===== config.mk =====
export PLATFORM = sky130hd
export DESIGN_NAME = parity_engine
export DESIGN_NICKNAME = d
export VERILOG_FILES = /design/src/rtl/parity_engine.sv
export SDC_FILE = /design/constraint.sdc
export NUM_CORES = 1
export LEC_CHECK = 0
export ABC_CLOCK_PERIOD_IN_PS = 2590
export BUFFER_PORTS_ARGS = -buffer_cell sky130_fd_sc_hd__buf_2
export CORE_MARGIN = 2
export CORE_UTILIZATION = 51
export DETAILED_ROUTE_END_ITERATION = 12
export HOLD_SLACK_MARGIN = 0.02
export PLACE_DENSITY = 0.76
export SLEW_MARGIN = 15
export SYNTH_ARGS = -nofsm -noshare
export SYNTH_HDL_FRONTEND = slang
export SYNTH_SLANG_ARGS = --single-unit

===== constraint.sdc =====
create_clock -name CLK -period 2.59 [get_ports CLK]
set_input_delay 0.259 -clock CLK [delete_from_list [all_inputs] [get_ports CLK]]
set_output_delay 0.259 -clock CLK [all_outputs]
set_load 0.01 [all_outputs]

===== src/rtl/parity_engine.sv =====
// parity_engine: multi-cycle parity generator/checker that folds BITS_PER_CYC data bits
// per cycle and optionally compares the result against a received parity bit.
module parity_engine #(
    parameter int DATA_WIDTH   = 16,
    parameter int BITS_PER_CYC = 4
) (
    input  logic                  CLK,
    input  logic                  RST,
    input  logic [DATA_WIDTH-1:0] P_DATA,
    input  logic                  IN_VALID,
    output logic                  IN_READY,
    input  logic                  PAR_EN,
    input  logic [1:0]            PAR_TYP,
    input  logic                  CHK_BIT,
    output logic                  parity_out,
    output logic                  PAR_VALID,
    output logic                  PAR_ERR,
    output logic                  BUSY
);
    localparam int N     = DATA_WIDTH / BITS_PER_CYC;
    localparam int CNT_W = (N > 1) ? $clog2(N) : 1;
    localparam logic [CNT_W-1:0] CNT_LAST = CNT_W'(N - 1);
    localparam logic [CNT_W-1:0] CNT_ONE  = CNT_W'(1);

    typedef enum logic [1:0] {
        ST_IDLE = 2'd0,
        ST_CALC = 2'd1,
        ST_DONE = 2'd2
    } state_t;

    state_t                  state_q, state_d;
    logic [DATA_WIDTH-1:0]   data_q, data_d;
    logic                    par_en_q, par_en_d;
    logic [1:0]              par_typ_q, par_typ_d;
    logic                    chk_bit_q, chk_bit_d;
    logic                    acc_q, acc_d;
    logic [CNT_W-1:0]        cnt_q, cnt_d;
    logic                    parity_q, parity_d;
    logic                    err_q, err_d;
    logic                    par_valid_q, par_valid_d;
    logic                    in_ready_q, in_ready_d;
    logic                    busy_q, busy_d;
    logic                    fold_s;
    logic                    result_s;
    logic [BITS_PER_CYC-1:0] chunks_s [N];

    // Maps the folded data parity onto the selected parity mode; disabled frames give 0.
    function automatic logic apply_mode(input logic en, input logic [1:0] typ, input logic fold);
        logic r;
        r = 1'b0;
        if (!en) begin
            r = 1'b0;
        end else begin
            case (typ)
                2'b00:   r = fold;
                2'b01:   r = ~fold;
                2'b10:   r = 1'b1;
                2'b11:   r = 1'b0;
                default: r = 1'b0;
            endcase
        end
        return r;
    endfunction

    for (genvar g = 0; g < N; g++) begin : g_chunk
        assign chunks_s[g] = data_q[g*BITS_PER_CYC +: BITS_PER_CYC];
    end

    // State and datapath registers with synchronous reset.
    always_ff @(posedge CLK) begin
        if (RST) begin
            state_q     <= ST_IDLE;
            data_q      <= '0;
            par_en_q    <= 1'b0;
            par_typ_q   <= 2'b00;
            chk_bit_q   <= 1'b0;
            acc_q       <= 1'b0;
            cnt_q       <= '0;
            parity_q    <= 1'b0;
            err_q       <= 1'b0;
            par_valid_q <= 1'b0;
            in_ready_q  <= 1'b1;
            busy_q      <= 1'b0;
        end else begin
            state_q     <= state_d;
            data_q      <= data_d;
            par_en_q    <= par_en_d;
            par_typ_q   <= par_typ_d;
            chk_bit_q   <= chk_bit_d;
            acc_q       <= acc_d;
            cnt_q       <= cnt_d;
            parity_q    <= parity_d;
            err_q       <= err_d;
            par_valid_q <= par_valid_d;
            in_ready_q  <= in_ready_d;
            busy_q      <= busy_d;
        end
    end

    // Next-state, chunk folding and result registration; status flags follow the next state.
    always_comb begin
        state_d   = state_q;
        data_d    = data_q;
        par_en_d  = par_en_q;
        par_typ_d = par_typ_q;
        chk_bit_d = chk_bit_q;
        acc_d     = acc_q;
        cnt_d     = cnt_q;
        parity_d  = parity_q;
        err_d     = err_q;
        fold_s    = acc_q ^ (^chunks_s[cnt_q]);
        result_s  = apply_mode(par_en_q, par_typ_q, fold_s);
        case (state_q)
            ST_IDLE: begin
                if (IN_VALID) begin
                    data_d    = P_DATA;
                    par_en_d  = PAR_EN;
                    par_typ_d = PAR_TYP;
                    chk_bit_d = CHK_BIT;
                    acc_d     = 1'b0;
                    cnt_d     = '0;
                    state_d   = ST_CALC;
                end else begin
                    state_d   = ST_IDLE;
                end
            end
            ST_CALC: begin
                acc_d = fold_s;
                cnt_d = cnt_q + CNT_ONE;
                if (cnt_q == CNT_LAST) begin
                    state_d  = ST_DONE;
                    parity_d = result_s;
                    err_d    = par_en_q & (result_s != chk_bit_q);
                end else begin
                    state_d  = ST_CALC;
                end
            end
            ST_DONE: begin
                state_d = ST_IDLE;
            end
            default: begin
                state_d = ST_IDLE;
            end
        endcase
        in_ready_d  = (state_d == ST_IDLE);
        busy_d      = (state_d != ST_IDLE);
        par_valid_d = (state_d == ST_DONE);
    end

    assign IN_READY   = in_ready_q;
    assign BUSY       = busy_q;
    assign PAR_VALID  = par_valid_q;
    assign parity_out = parity_q;
    assign PAR_ERR    = err_q;

endmodule

==> results <==
- The synthesized area per cell is 8.831 um^2.
- For this design the static power due to leakage is 0.5973 nW.
- The top-level I/O count is 28.
- The via-per-instance ratio is 5.358.
- The ratio of total power to cell area is 611.3 nW/um^2.
- The setup slack on the worst flop-to-flop path is 0.45 ns.
- Of the post-synthesis cell area, the dominant cell type holds 0.4928.
- The worst setup path is captured at a register.
- The critical path contains buffers and inverters numbering 0 combined.
- The run finished with clean final reports.
- The worst stage delay on the critical path is 0.54 ns.
- The count of nets left with antenna violations once routing finished came out at 0.
- In the final routed layout, each cell accounts on average for 12.33 um.
- The combinational family with the most area after synthesis is simple AND/OR/NAND/NOR gates.
- Clock tree synthesis inserted a total of 5 buffers.
- The net count reported at finish is 189.
- The classification of the worst-slack hold path is primary input to register.
- The number of global-route vias before repair came to 948.
- Across all layers, the routed design uses 1,034 vias.
- The slew at the pin closest to its max-slew limit is 0.6449 ns.
- Setup violations remaining at the end of the flow were counted as 0.
- Dividing the final minimum period by the clock period gives 0.8260.
- The kind of cell adding the most delay to the critical path is XOR/XNOR gates.
- Of the total synthesized cell area, the portion taken by full adders, half adders and majority gates is 0.01027.
- The number of gates on the worst path with buffers counted is 5.
- The global-route usage over all layers is 0.2176.
- The H-tree depth reported by CTS is 2.
- The first-pass detailed-route iteration total is 4.
- Walking the worst path, the cells encountered are mux4_2, xnor2_1, xnor3_2, a2111o_1, nand3_1.
- Global routing finished with a remaining overflow of 0.
- The mapped netlist covers 1219 um^2.
- The maximum buffer depth of the clock tree is 2.
- The row count is 17.
- The die outline width is 52.88 um.
- For the worst setup path, the data arrival time is 2.41 ns.
- The cell count of the worst reg-to-reg path is 5.
- The simple-gate portion of the synthesized area is 0.2156.
- After technology mapping, the gate count stands at 138.
- The Yosys step of the flow raised 0 warnings.
- The synthesized design contains 30 register bits.
- After clock tree synthesis, the repair step resized 0 gates.
- The weighted congestion at the end of routability-driven global placement is 0.7462.
- Measured against the total synthesized area, the mux share comes to 0.06982.
- The maximum fanout count along the critical path is 5.
- The worst hold path passes through 3 cells.
- IR analysis of the VDD net gives a maximum drop of 0.4286 mV.
- The number of max-slew violations in the final report came to 0.
- The maximum number of pins on one net before global-route repair is 29.
- The synthesis-to-layout area growth is 15.50%.
- The TritonCTS clock tree is built.
- The antenna diode count is 0.
- For this configuration, the core starts out at a cell density of 0.5457.
- The relative max-transition margin is 0.5701.
- The master of the slowest instance on the critical path is sky130_fd_sc_hd__mux4_2.
- The cell accounting for the most synthesized area is sky130_fd_sc_hd__dfxtp_1.
- The quantity of I/O buffers inserted on ports is 27.
- Of the total synthesized cell area, the portion taken by XOR and XNOR cells is 0.05544.
- The area of placed instances is 1363 um^2.
- The share of cells above drive strength 1 is 0.2061.
- The die area is 2796 um^2.
- The final non-filler cell area is 1408 um^2.
- Timing would allow up to 0.4674 GHz.
- The first global-routing pass estimated 4.112 mm of wire.
- The later pin in the worst-skew pair is clocked with a latency of 0.32 ns.
- The number of sinks on the clock net is 30.
- The tree is rooted in a sky130_fd_sc_hd__clkbuf_4.
- The detailed router finished its first iteration with 27 violations.
- The synthesized netlist contains 26 unique library cells.
- In the final timing run, aggregate negative setup slack is 0 ns.
- In the post-synthesis netlist, the cell with the most instances is sky130_fd_sc_hd__nand2_1.
- The sum of net half-perimeters after detailed placement is 1.655 mm.
- The number of nets in the synthesized netlist is 162.
- After detailed routing, the number of remaining DRC violations is 0.
- After clock tree synthesis, the flow added hold-fix buffers numbering 0.
- The fraction of the mapped netlist area in compound gates was 0.1314.
- After synthesis, the most frequently instantiated cells are sky130_fd_sc_hd__nand2_1 (44), sky130_fd_sc_hd__dfxtp_1 (30), sky130_fd_sc_hd__a21oi_1 (21).
- The minimum clock period after layout is 2.139 ns.
- The flip-flop cell with the highest count after synthesis is sky130_fd_sc_hd__dfxtp_1.
- The synthesized design contains 0 enable-type register cells.
- The share of flip-flops with an asynchronous set or reset after synthesis is 0.
- After synthesis, the cell types taking the most area are sky130_fd_sc_hd__dfxtp_1 (49%), sky130_fd_sc_hd__nand2_1 (14%), sky130_fd_sc_hd__a21oi_1 (8.6%).
- The final-report hold violation count came to 0.
- The initial antenna violation count is 0.
- Setup repair after global routing left no endpoint under its margin.
- Across the routed clock network, the largest skew measured is 0.004208 ns.
- Summed over all layers, the routed wires come to 2.379 mm.
- The critical path is of the register to register type.
- For this run, the register share of the synthesized area comes to 0.4928.
- STA puts the critical path data required time at 2.86 ns.
- The die extent in y is 52.88 um.
- The tool flagged a number of max-cap violations equal to 0.
- The area of the core is 2233 um^2.
- After clock tree synthesis, the clock-pin slew on the worst setup and hold paths is 0.08 ns.
- The sort of element at the start of the critical path is a register.
- The number of buffers inserted by post-CTS setup repair is 0.
logic make-up after synthesis:
group / count (synthesis)
DFF: 30
muxes: 4
adders and majority gates: 1
AOI/OAI and AO/OA: 28
xor gates and xnor gates: 6
and+or+nand+nor: 61
buffers and inverters: 8
final cells by class:
type / count / area [um^2]
sequential: 30 / 600.6
clock buffer: 7 / 45.04
timing repair buffer: 27 / 135.1
tap: 28 / 35.03
inverter: 1 / 3.754
fill: 211 / 825.8
multi-input combinational: 100 / 588.1
registers in the layout, indices dropped and copies added (netlist names):
signal and cells:
BUSY 1, PAR_ERR 1, acc_q 1, chk_bit_q 1
par_en_q 1, par_typ_q 2, parity_out 1, data_q 16
PAR_VALID 1, IN_READY 1, cnt_q 2, state_q 2
report_power, final:
part           total [mW]  switching [mW]  internal, mW
sequential          0.503          0.0178         0.485
clock               0.243           0.141         0.102
combinational       0.114          0.0578        0.0566
through the flow:
| step | hold WS (ns) | total power, mW | std cells | setup slack (ns) | util |
|---|---|---|---|---|---|
| global route | 0.1499 | 0.9168 | 193 | 0.3459 | 0.6303 |
| finish | 0.1618 | 0.8604 | 193 | 0.4507 | 0.6303 |
| CTS | 0.1569 | 0.8707 | 193 | 0.4371 | 0.6303 |
| detailed placement | 0.4465 | 0.6279 | 186 | 0.4621 | 0.6101 |
| floorplan | 0.3950 | 0.5926 | 138 | 0.5799 | - |
| global placement | 0.4459 | 0.6220 | 186 | 0.5328 | 0.6101 |
path summary, 6_finish.rpt:
path / to / startpoint
setup reg to reg: PAR_ERR / cnt_q[0]
setup / recovery: PAR_ERR / cnt_q[0]
hold reg to reg: par_en_q / par_en_q
hold / removal: data_q[9] / P_DATA[9]
layout by cell type (no fill, tap or decap), drive strengths merged, types with 2 or more instances in the layout:
cell	instances
xor2	4
clkbuf	7
nand2	44
a22oi	2
mux4	3
nor3	2
buf	27
a21oi	21
nor4bb	2
nand3b	2
nand2b	2
nor2	6
dfxtp	30
per-layer routing:
layer / vias up / GRT usage / routed length [um]
met5: - / 0 / 0
met4: 0 / 0.1111 / 65
met3: 8 / 0.1045 / 171
met2: 40 / 0.3438 / 1147
met1: 466 / 0.2419 / 995
li1: 520 / - / -
tightest hold or removal path, cell delays in order:
cell and delay (ns):
sky130_fd_sc_hd__buf_2 0.10, sky130_fd_sc_hd__nand2_1 0.04, sky130_fd_sc_hd__a21oi_1 0.05
Power figures use the tool's default switching activity.
